**config.mk**
```make
export PLATFORM = sky130hd
export DESIGN_NAME = kgp_fetch_unit
export DESIGN_NICKNAME = d
export VERILOG_FILES = /design/src/rtl/kgp_fetch_unit.sv
export SDC_FILE = /design/constraint.sdc
export NUM_CORES = 1
export LEC_CHECK = 0
export BUFFER_PORTS_ARGS = -buffer_cell sky130_fd_sc_hd__buf_2
export CORE_MARGIN = 5
export CORE_UTILIZATION = 30
export DETAILED_ROUTE_END_ITERATION = 16
export GPL_TIMING_DRIVEN = 1
export MAX_ROUTING_LAYER = met4
export PLACE_DENSITY_LB_ADDON = 0.1
export SETUP_SLACK_MARGIN = 0.1
export SLEW_MARGIN = 30
export SYNTH_ARGS = -nofsm -noshare
export SYNTH_HDL_FRONTEND = slang
export SYNTH_SLANG_ARGS = --single-unit
export TNS_END_PERCENT = 20
```
**constraint.sdc**
```tcl
create_clock -name clk -period 6.36 [get_ports clk]
set_input_delay 0.954 -clock clk [delete_from_list [all_inputs] [get_ports clk]]
set_output_delay 0.954 -clock clk [all_outputs]
set_load 0.02 [all_outputs]
```
**src/rtl/kgp_fetch_unit.sv**
```systemverilog
// Instruction fetch stage for KGP_MiniRISC: PC, single-outstanding imem requests, decoded fields.
// Optional performance counters (fetch_count, flush_count) are built when FETCH_PERF_EN is defined.
module kgp_fetch_unit #(
    parameter logic [31:0] RESET_PC = 32'h0000_0000,
    parameter logic [31:0] PC_STEP  = 32'd4
) (
    input  logic        clk,
    input  logic        rst,
    output logic        imem_req,
    output logic [31:0] imem_addr,
    input  logic        imem_valid,
    input  logic [31:0] imem_rdata,
    input  logic        dec_ready,
    output logic        instr_valid,
    output logic [31:0] instr,
    output logic [31:0] pc_in,
    output logic [3:0]  opcode,
    output logic [4:0]  rs,
    output logic [4:0]  rt,
    output logic [4:0]  shamt,
    output logic [10:0] funct,
    input  logic        redirect_en,
    input  logic [31:0] redirect_pc,
    output logic        misalign_err
`ifdef FETCH_PERF_EN
    ,
    output logic [31:0] fetch_count,
    output logic [15:0] flush_count
`endif
);

    typedef enum logic [1:0] {S_FETCH, S_WAIT, S_HOLD, S_DRAIN} state_e;

    state_e      state_q, state_d;
    logic [31:0] pc_q, pc_d;
    logic [31:0] instr_q, instr_d;
    logic [31:0] pc_in_q, pc_in_d;
    logic        valid_q, valid_d;
    logic        misalign_q, misalign_d;

    always_comb begin
        // NOTE: every signal gets a default first so no path through the case infers a latch.
        state_d    = state_q;
        pc_d       = pc_q;
        instr_d    = instr_q;
        pc_in_d    = pc_in_q;
        valid_d    = valid_q;
        misalign_d = redirect_en && (redirect_pc[1:0] != 2'b00);

        if (redirect_en) begin
            // A redirect wins over everything; an in-flight response must still be drained.
            pc_d = {redirect_pc[31:2], 2'b00};
            unique case (state_q)
                S_FETCH: state_d = S_DRAIN;
                S_WAIT:  state_d = imem_valid ? S_FETCH : S_DRAIN;
                S_HOLD: begin
                    valid_d = 1'b0;
                    state_d = S_FETCH;
                end
                S_DRAIN: state_d = imem_valid ? S_FETCH : S_DRAIN;
                default: state_d = S_FETCH;
            endcase
        end else begin
            unique case (state_q)
                S_FETCH: state_d = S_WAIT;
                S_WAIT: begin
                    if (imem_valid) begin
                        instr_d = imem_rdata;
                        pc_in_d = pc_q;
                        valid_d = 1'b1;
                        pc_d    = pc_q + PC_STEP;
                        state_d = S_HOLD;
                    end
                end
                S_HOLD: begin
                    if (dec_ready) begin
                        valid_d = 1'b0;
                        state_d = S_FETCH;
                    end
                end
                S_DRAIN: begin
                    if (imem_valid) state_d = S_FETCH;
                end
                default: state_d = S_FETCH;
            endcase
        end
    end

    always_ff @(posedge clk or negedge rst) begin
        if (!rst) begin
            state_q    <= S_FETCH;
            pc_q       <= RESET_PC;
            instr_q    <= '0;
            pc_in_q    <= '0;
            valid_q    <= 1'b0;
            misalign_q <= 1'b0;
        end else begin
            // NOTE: non-blocking assignments keep every flop sampling pre-edge values.
            state_q    <= state_d;
            pc_q       <= pc_d;
            instr_q    <= instr_d;
            pc_in_q    <= pc_in_d;
            valid_q    <= valid_d;
            misalign_q <= misalign_d;
        end
    end

    // The reset state is FETCH, so the request is gated until reset is released.
    assign imem_req     = rst && (state_q == S_FETCH);
    assign imem_addr    = pc_q;
    assign instr_valid  = valid_q;
    assign instr        = instr_q;
    assign pc_in        = pc_in_q;
    assign opcode       = instr_q[31:28];
    assign rs           = instr_q[25:21];
    assign rt           = instr_q[20:16];
    assign shamt        = instr_q[15:11];
    assign funct        = instr_q[10:0];
    assign misalign_err = misalign_q;

`ifdef FETCH_PERF_EN
    logic        handshake;
    logic        flush;
    logic [31:0] fetch_count_q, fetch_count_d;
    logic [15:0] flush_count_q, flush_count_d;

    assign handshake = (state_q == S_HOLD) && dec_ready && !redirect_en;
    assign flush     = redirect_en && (state_q != S_DRAIN);

    always_comb begin
        fetch_count_d = fetch_count_q + {31'd0, handshake};
        flush_count_d = flush_count_q + {15'd0, flush};
    end

    always_ff @(posedge clk or negedge rst) begin
        if (!rst) begin
            fetch_count_q <= '0;
            flush_count_q <= '0;
        end else begin
            fetch_count_q <= fetch_count_d;
            flush_count_q <= flush_count_d;
        end
    end

    assign fetch_count = fetch_count_q;
    assign flush_count = flush_count_q;
`endif

endmodule

```
# Word level (Yosys, flattened, before mapping)
# Index checks and enable logic that the tools add are counted.
# totals
reg_bits	100
latch_bits	0
ramBits	0
mem_bits_ro	0
memories	0
# op_classes
addsub	1
multipliers	0
div_mod_pow	0
order_cmp	0
eq_ne	7
shift	0
n_mux	15
bitwise_logic	1
n_reduce_logical	12
# op_table
cell	n
32-bit 2-to-1 mux	3
32-bit by 3-bit adder with 32-bit output, second input constant	1
2-bit 2-to-1 mux	5
3-bit != test, second input constant	3
2-bit case mux with 4 select lines	1
2-bit nonzero test	4
2-bit case mux with 3 select lines	1
3-bit AND reduction	2
2-bit equality test, second input constant	2
1-bit 2-to-1 mux	4
4-bit AND reduction	1
2-bit by 1-bit equality test with 1-bit output, second input constant	1
1-bit logical AND	2
2-bit zero test	1
2-bit by 1-bit != test with 1-bit output, second input constant	1
1-bit case mux with 2 select lines	1
2-bit AND reduction	1
2-bit OR reduction	1
1-bit inverter	1

# Logic depth before layout (Yosys ltp)
# Gate-level depths: netlist (run 1).
# logic_depth
depth_word	4
ltp_mapped	9
depth_no_buf	6

# Least setup slack after synthesis (run 1)
# OpenSTA, ideal clock, no wires.
# synth_timing
path_kind	input-to-reg
from	in imem_valid
to	reg pc_q[26], in the netlist imem_addr[26]
setup_time_ns	0.082
arrival_ns	2.488
required_ns	6.278
slack_ns	3.790
stages	6
n_path_buf	2
cell_sequence	buf_4 > nand4_4 > or4_1 > buf_2 > or4_1 > a31oi_1
# synth_via
elab_chain_cells	2
# synth_lines
element	line_no	source
from (decl)	11	input logic imem_valid,
2-bit nonzero test (no source line)	n/a	
2-bit AND reduction (no source line)	n/a	
to (signal assigned)	100	pc_q <= pc_d;
to (decl)	35	logic [31:0] pc_q, pc_d;
# No other way between the ends.
# A chain may end at the register's enable or synchronous reset.

# Worst setup path in the final report (run 1)
# layout_timing
from	reg state_q[1]
to	reg pc_q[26], in the netlist imem_addr[26]
# layout_via
elab_chain_cells	3
# layout_lines
element	line_no	source
from (decl)	34	state_e state_q, state_d;
from (signal assigned)	99	state_q <= state_d;
2-bit by 1-bit equality test with 1-bit output	64	unique case (state_q)
2-bit nonzero test (no source line)	n/a	
2-bit AND reduction (no source line)	n/a	
# No other way between the ends.

==> impl_metrics.json, run 1 <==
{
  "cp-end-kind": "flop",
  "dieWidth_um": 134,
  "grt_pass1_vias": 3613,
  "synth_edf_count": 0,
  "hold_path.class": "reg2reg",
  "clock_latency_ps": 350,
  "setup_tns_ps": 0,
  "grt_busiest_layer": "met2",
  "cts-root-buf": "clkbuf_16",
  "cp.arrival_ps": 3040,
  "place_ws_ps": 3420,
  "ant_nets": 0,
  "status": "complete, no violations",
  "die_h_um": 134,
  "cts_sinks": 96,
  "clock_skew_ps": 8.52,
  "fin_ws_ps": 3590,
  "finalHoldViolations": 0,
  "setup_viol": 0,
  "slew_headroom_pct": 44.4,
  "grtUsageMet1_pct": 17.6,
  "grt_overflow_total": 0,
  "ys_ff_latch": 96,
  "std_cell_rows": 45,
  "cts.htree.levels": 3,
  "post-cts-setup-buffer-count": 0,
  "num_antenna_cells": 0,
  "fin_nets": 636,
  "place.detailed.hpwl_um": 9050,
  "design.portCount": 198,
  "via_per_inst": 4.76,
  "clkTransAtPathRegs_ps": 70,
  "synth_flop_cell": "dfrtp_1",
  "met2_usage_pct": 22.9,
  "p_leak_nw": 2.76,
  "drive_above_1_share_pct": 48.4,
  "grt_max_degree": 59,
  "max-cap-violations": 0,
  "cts_buffers": 9,
  "post_drt_wl_per_cell_um": 16.4,
  "antenna_found_initial": 0,
  "drc": 0,
  "rsz0062_at_grt": "no",
  "initial_utilization_pct": 30.4,
  "first_pass_iters": 4,
  "use_met3_pct": 3.02,
  "ctsHoldBuffers": 0,
  "whs_ps": 487,
  "layout_min_cycle_time_ps": 2770,
  "port_buffers": 193,
  "ctsResizeCount": 0,
  "synthToLayoutAreaGrowth_pct": 25.9,
  "finalPower_mw": 2.67,
  "fill_cells": 1540,
  "core-area_sq_mm": 0.0151,
  "yosys_warnings": 0,
  "fmax_mhz": 361,
  "final_core_utilization_pct": 38.3,
  "path_class": "reg2reg",
  "cts_tree": "done",
  "grt_usage_pct": 14.1,
  "critical_path.startpoint_type": "flop",
  "tightest_slew_ps": 827,
  "die_area_sq_mm": 0.0179,
  "mostFrequentLayoutCell": "buf_2",
  "clk_path_buf_depth": 2,
  "grt_pass1_wl_um": 19500,
  "seq_area_frac_synth_pct": 52.4,
  "syn_avg_cell_area_sq_um": 11.3,
  "drt_iter0_drc": 147,
  "path_max_fanout": 16,
  "vias": 3586,
  "vdd_drop_max_v": 0.000174,
  "p_per_area_mw_per_mm2": 463,
  "drt_wl_total_um": 12400,
  "ys_types": 42,
  "final_cell_mix": "192 x buf_2, 96 x dfrtp_1, 57 x mux2_2",
  "drv_slew": 0,
  "syn_area_sq_mm": 0.00459,
  "place_congestion": 0.752,
  "period_share_pct": 43.6,
  "ys_async_sr_fraction_pct": 100,
  "netlist_instances": 407,
  "critPathRequiredTime_ps": 6630
}
==> flip-flops by register name, summed over array words and instances, names as in the netlist <==
signal        cells
pc_in            30
imem_addr        30
state_q           2
misalign_err      1
instr_valid       1
instr            32
==> final cells by class <==
cell class | instances | area, sq um | share of cell area [%]
multi-input cells | 248 | 1800 | 31.2
well taps | 188 | 235 | 4.07
inverters | 10 | 37.5 | 0.650
clock buffers | 10 | 239 | 4.14
clock inverters | 6 | 65.1 | 1.13
repair buffers | 196 | 991 | 17.2
flip-flops and latches | 96 | 2400 | 41.6
==> critical path: stages, from the launching register on <==
cell	delay [ps]
dfrtp_1	430
inv_1	140
ha_1	400
nand4_4	160
or4_1	800
or4_1	590
a31oi_1	170
==> layer usage <==
layer	vias to the layer above	share of wire [%]
li1	1722	-
met1	1713	45
met2	140	48
met3	11	6.0
met4	0	1.3
met5	-	0
==> stage by stage <==
stage	cell area (sq um)	cells
final	5770	754
after global routing	5770	754
after CTS	5770	754
after detailed placement	5470	738
after global placement	5470	738
after floorplan	4600	410
==> cell usage after synthesis, drive strengths merged (2+ instances only) <==
| cell type | number | share of area [%] |
|---|---|---|
| a21oi | 5 | 0.55 |
| a31oi | 13 | 1.8 |
| and2 | 2 | 0.27 |
| and3 | 3 | 0.41 |
| and4 | 3 | 0.57 |
| buf | 47 | 7.0 |
| clkbuf | 9 | 0.74 |
| dfrtp | 96 | 52 |
| ha | 6 | 1.6 |
| inv | 10 | 0.82 |
| mux2 | 57 | 14 |
| mux2i | 3 | 0.65 |
| nand2 | 30 | 2.5 |
| nand2b | 2 | 0.27 |
| nand3 | 13 | 1.5 |
| nand4 | 7 | 1.3 |
| nor2 | 19 | 1.6 |
| nor3 | 5 | 0.55 |
| nor4 | 5 | 0.68 |
| o211ai | 3 | 0.49 |
| o21ai | 22 | 2.4 |
| o31ai | 8 | 1.3 |
| or3 | 4 | 0.55 |
| or4 | 13 | 2.2 |
| xnor2 | 7 | 1.3 |
| xor2 | 4 | 0.76 |
==> kinds of logic after synthesis <==
kind of cell | synth area share, %
DFF | 52.4
other | 0.0818
xor gates and xnor gates | 2.10
adders and majority gates | 1.64
buffers and inverters | 8.54
and+or+nand+nor | 12.8
muxes | 14.7
AOI/OAI and AO/OA | 7.78
==> where the power goes <==
group          switching (mW)  total (mW)  internal, mW
clock network           0.243       0.560         0.317
registers               0.147       0.981         0.834
logic                   0.697        1.13         0.436
==> path summary, 6_finish.rpt <==
path | start | endpoint | slack [ps] | cells after the start
max in group asynchronous | rst | pc_in[27] | 4620 | 2
setup reg to reg | state_q[1] | imem_addr[26] | 3590 | 6
setup / recovery | state_q[1] | imem_addr[26] | 3590 | 6
hold reg to reg | pc_in[23] | pc_in[23] | 490 | 2
hold / removal | pc_in[23] | pc_in[23] | 490 | 2
min in group asynchronous | rst | pc_in[13] | 590 | 1
Power figures use the tool's default switching activity.
==> inputs of run 2 (changes only) <==
--- a/config.mk
+++ b/config.mk
@@ -5,6 +5,7 @@
 export SDC_FILE = /design/constraint.sdc
 export NUM_CORES = 1
 export LEC_CHECK = 0
+export ABC_AREA = 1
 export BUFFER_PORTS_ARGS = -buffer_cell sky130_fd_sc_hd__buf_2
 export CORE_MARGIN = 5
 export CORE_UTILIZATION = 30
==> constraint.sdc (replaced) <==
create_clock -name clk -period 2.8 [get_ports clk]
set_input_delay 0.42 -clock clk [delete_from_list [all_inputs] [get_ports clk]]
set_output_delay 0.42 -clock clk [all_outputs]
set_load 0.02 [all_outputs]
==> impl_metrics.json, run 2 <==
{
  "whs_ps": 161,
  "slew_headroom_pct": 53.5,
  "synth_top_area_share_pct": 47.9,
  "slowest_stage": "buf_4",
  "synth.top_cells.by_count": "255 x nand2_1, 96 x dfrtp_1, 48 x nor2_1, 46 x inv_1, 44 x o21ai_0",
  "clkPwrFrac_pct": 18.7,
  "seqPwrFrac_pct": 36.9,
  "dp.cells": 1015,
  "ys_types": 37,
  "grt_overflow_total": 0,
  "max_stage_delay_ps": 470,
  "core-area_sq_mm": 0.0165,
  "die_h_um": 139,
  "ctsResizeCount": 0,
  "max-cap-violations": 0,
  "ys_ff_latch": 96,
  "drive_above_1_share_pct": 29.5,
  "cts.htree.levels": 3,
  "setup_viol": 0,
  "rr_startpoint": "state_q[1]",
  "final_cell_mix": "255 x nand2_1, 192 x buf_2, 96 x dfrtp_1",
  "post_drt_wl_per_cell_um": 15.1,
  "port_buffers": 193,
  "synthToLayoutAreaGrowth_pct": 25.0,
  "seq_area_frac_synth_pct": 47.9,
  "cts_tree": "done",
  "r2r-end": "imem_addr[20]",
  "post-cts-setup-buffer-count": 0,
  "grt_pass1_vias": 4566,
  "rsz0062_at_grt": "no",
  "status": "complete, no violations",
  "swShare_pct": 45.7,
  "reg2reg_slack_ps": 920,
  "path_class": "reg2reg",
  "final_cells": 1031,
  "yosys_warnings": 0,
  "place_congestion": 0.866,
  "netlist_instances": 650,
  "clock_latency_ps": 350,
  "grt_max_degree": 97,
  "tightest_slew_ps": 697,
  "cp-end-kind": "flop",
  "syn_area_sq_mm": 0.00502,
  "critical_path.startpoint_type": "flop",
  "num_antenna_cells": 0,
  "die_area_sq_mm": 0.0194,
  "setup_tns_ps": 0,
  "comb_power_share_pct": 44.4,
  "critPathBufInv": 2,
  "p_leak_nw": 3.45,
  "ctsHoldBuffers": 0,
  "cpMostUsedCell": "nand2_1",
  "clk_path_buf_depth": 2,
  "dieWidth_um": 139,
  "cts_sinks": 96,
  "layout_min_cycle_time_ps": 1880,
  "cts_buffers": 9,
  "vias": 4626,
  "vdd_drop_max_v": 0.000406,
  "fin_nets": 881,
  "drv_slew": 0,
  "switchingPower_mw": 2.91,
  "cts-root-buf": "clkbuf_16",
  "mostFrequentLayoutCell": "nand2_1",
  "clock_skew_ps": 6.09,
  "worstRegToRegCells": 9,
  "finalHoldViolations": 0,
  "drt_wl_total_um": 15500,
  "largest_reg_flops": 32,
  "critPathRequiredTime_ps": 3090,
  "drc": 0,
  "hold_path.class": "in2async",
  "via_per_inst": 4.49,
  "path_max_fanout": 50,
  "design.portCount": 198,
  "ant_nets": 0,
  "drt_iter0_drc": 218,
  "std_cell_rows": 47,
  "synth_flop_cell": "dfrtp_1",
  "grt_pass1_wl_um": 24900,
  "p_per_area_mw_per_mm2": 1010,
  "first_pass_iters": 4,
  "period_share_pct": 67.1,
  "fmax_mhz": 533,
  "ys_async_sr_fraction_pct": 100,
  "clkTransAtPathRegs_ps": 70,
  "cp.arrival_ps": 2170,
  "crit_chain": "inv_1 > ha_1 > nand2_1 > nor2_4 > buf_4 > nand2_1 > nor2_1 > nor2_1 > nand2_1",
  "synth_most_common_cell": "nand2_1",
  "grt_usage_pct": 16.3,
  "synth_top_area_cell": "dfrtp_1",
  "synth_top_cells_by_area": "dfrtp_1 48%, nand2_1 19%, buf_4 5.1%",
  "place.detailed.hpwl_um": 11600,
  "initial_utilization_pct": 30.4,
  "syn_avg_cell_area_sq_um": 7.72,
  "crit_family": "buffers and inverters",
  "synth_edf_count": 0,
  "antenna_found_initial": 0,
  "p_int_mw": 3.45
}
run 2: cell types whose count changed after synthesis, sizes merged, moves of 4 or more:
cell    change
nand2     +233
mux2       -57
nor2       +41
inv        +38
o21ai      +27
or4        -13
nand3      +12
a31oi      -11
o31ai       -7
xnor2       -6
nor4        -5
o221ai      +4
or3         -4
run 2: worst max-delay path by stage:
stage                 start            end  slack (ps)  depth (start not counted)
2_1_floorplan  imem_addr[3]  imem_addr[26]        1210                         10
3_3_place_gp    redirect_en  imem_addr[13]         780                          7
3_5_place_dp    redirect_en  imem_addr[13]         740                          7
4_1_cts          state_q[1]  imem_addr[20]         890                          9
5_1_grt          state_q[1]  imem_addr[19]         700                          9
6_report         state_q[1]  imem_addr[20]         920                          9
run 2: kinds of logic after synthesis:
kind of cell / share of synthesized area, %
adder cells (fa/ha/maj): 1.50
AO/OA/AOI/OAI: 8.35
XOR/XNOR: 1.05
buffers and inverters: 10.7
flip-flops: 47.9
other: 0.0747
AND/OR/NAND/NOR: 30.5
run 2: power by group through the flow:
stage,registers [mW],logic [mW],clock network (mW)
finish,2.35,2.82,1.19
global route,2.44,3.10,1.27
CTS,2.36,2.88,1.24
detailed placement,2.38,2.87,0
global placement,2.35,2.86,0
floorplan,2.96,1.40,0
run 2: area by class of cell:
class / count / area (sq um)
sequential: 96 / 2400
multi-input combinational: 451 / 2090
clock inverter: 4 / 28.8
fill: 1763 / 10300
timing repair buffer: 200 / 1050
clock buffer: 12 / 246
tap: 220 / 275
inverter: 48 / 180
run 2: per-layer routing:
layer,global-route usage (%),vias to the layer above,wire (um),part of all wire (%)
li1,-,2309,-,-
met1,22.3,2140,7210,46
met2,25.0,167,7140,46
met3,2.64,10,1030,6.6
met4,4.58,0,150,0.97
met5,-,-,0,0
run 2: worst register-to-register path, cell delays in order, from the launching register on:
cell and delay [ps]:
dfrtp_1 410, inv_1 150, ha_1 190, nand2_1 100, nor2_4 110, buf_4 470, nand2_1 160, nor2_1 140
nor2_1 40, nand2_1 50
run 2: per-stage QoR:
stage | utilization [%] | setup slack [ps] | instance area (sq um) | total power, mW
3_3_place_gp | 36.3 | 784 | 6000 | 5.22
2_1_floorplan | - | 1210 | 5030 | 4.36
4_1_cts | 38.0 | 894 | 6270 | 6.47
3_5_place_dp | 36.3 | 743 | 6000 | 5.25
6_report | 38.0 | 922 | 6270 | 6.36
5_1_grt | 38.0 | 700 | 6270 | 6.81
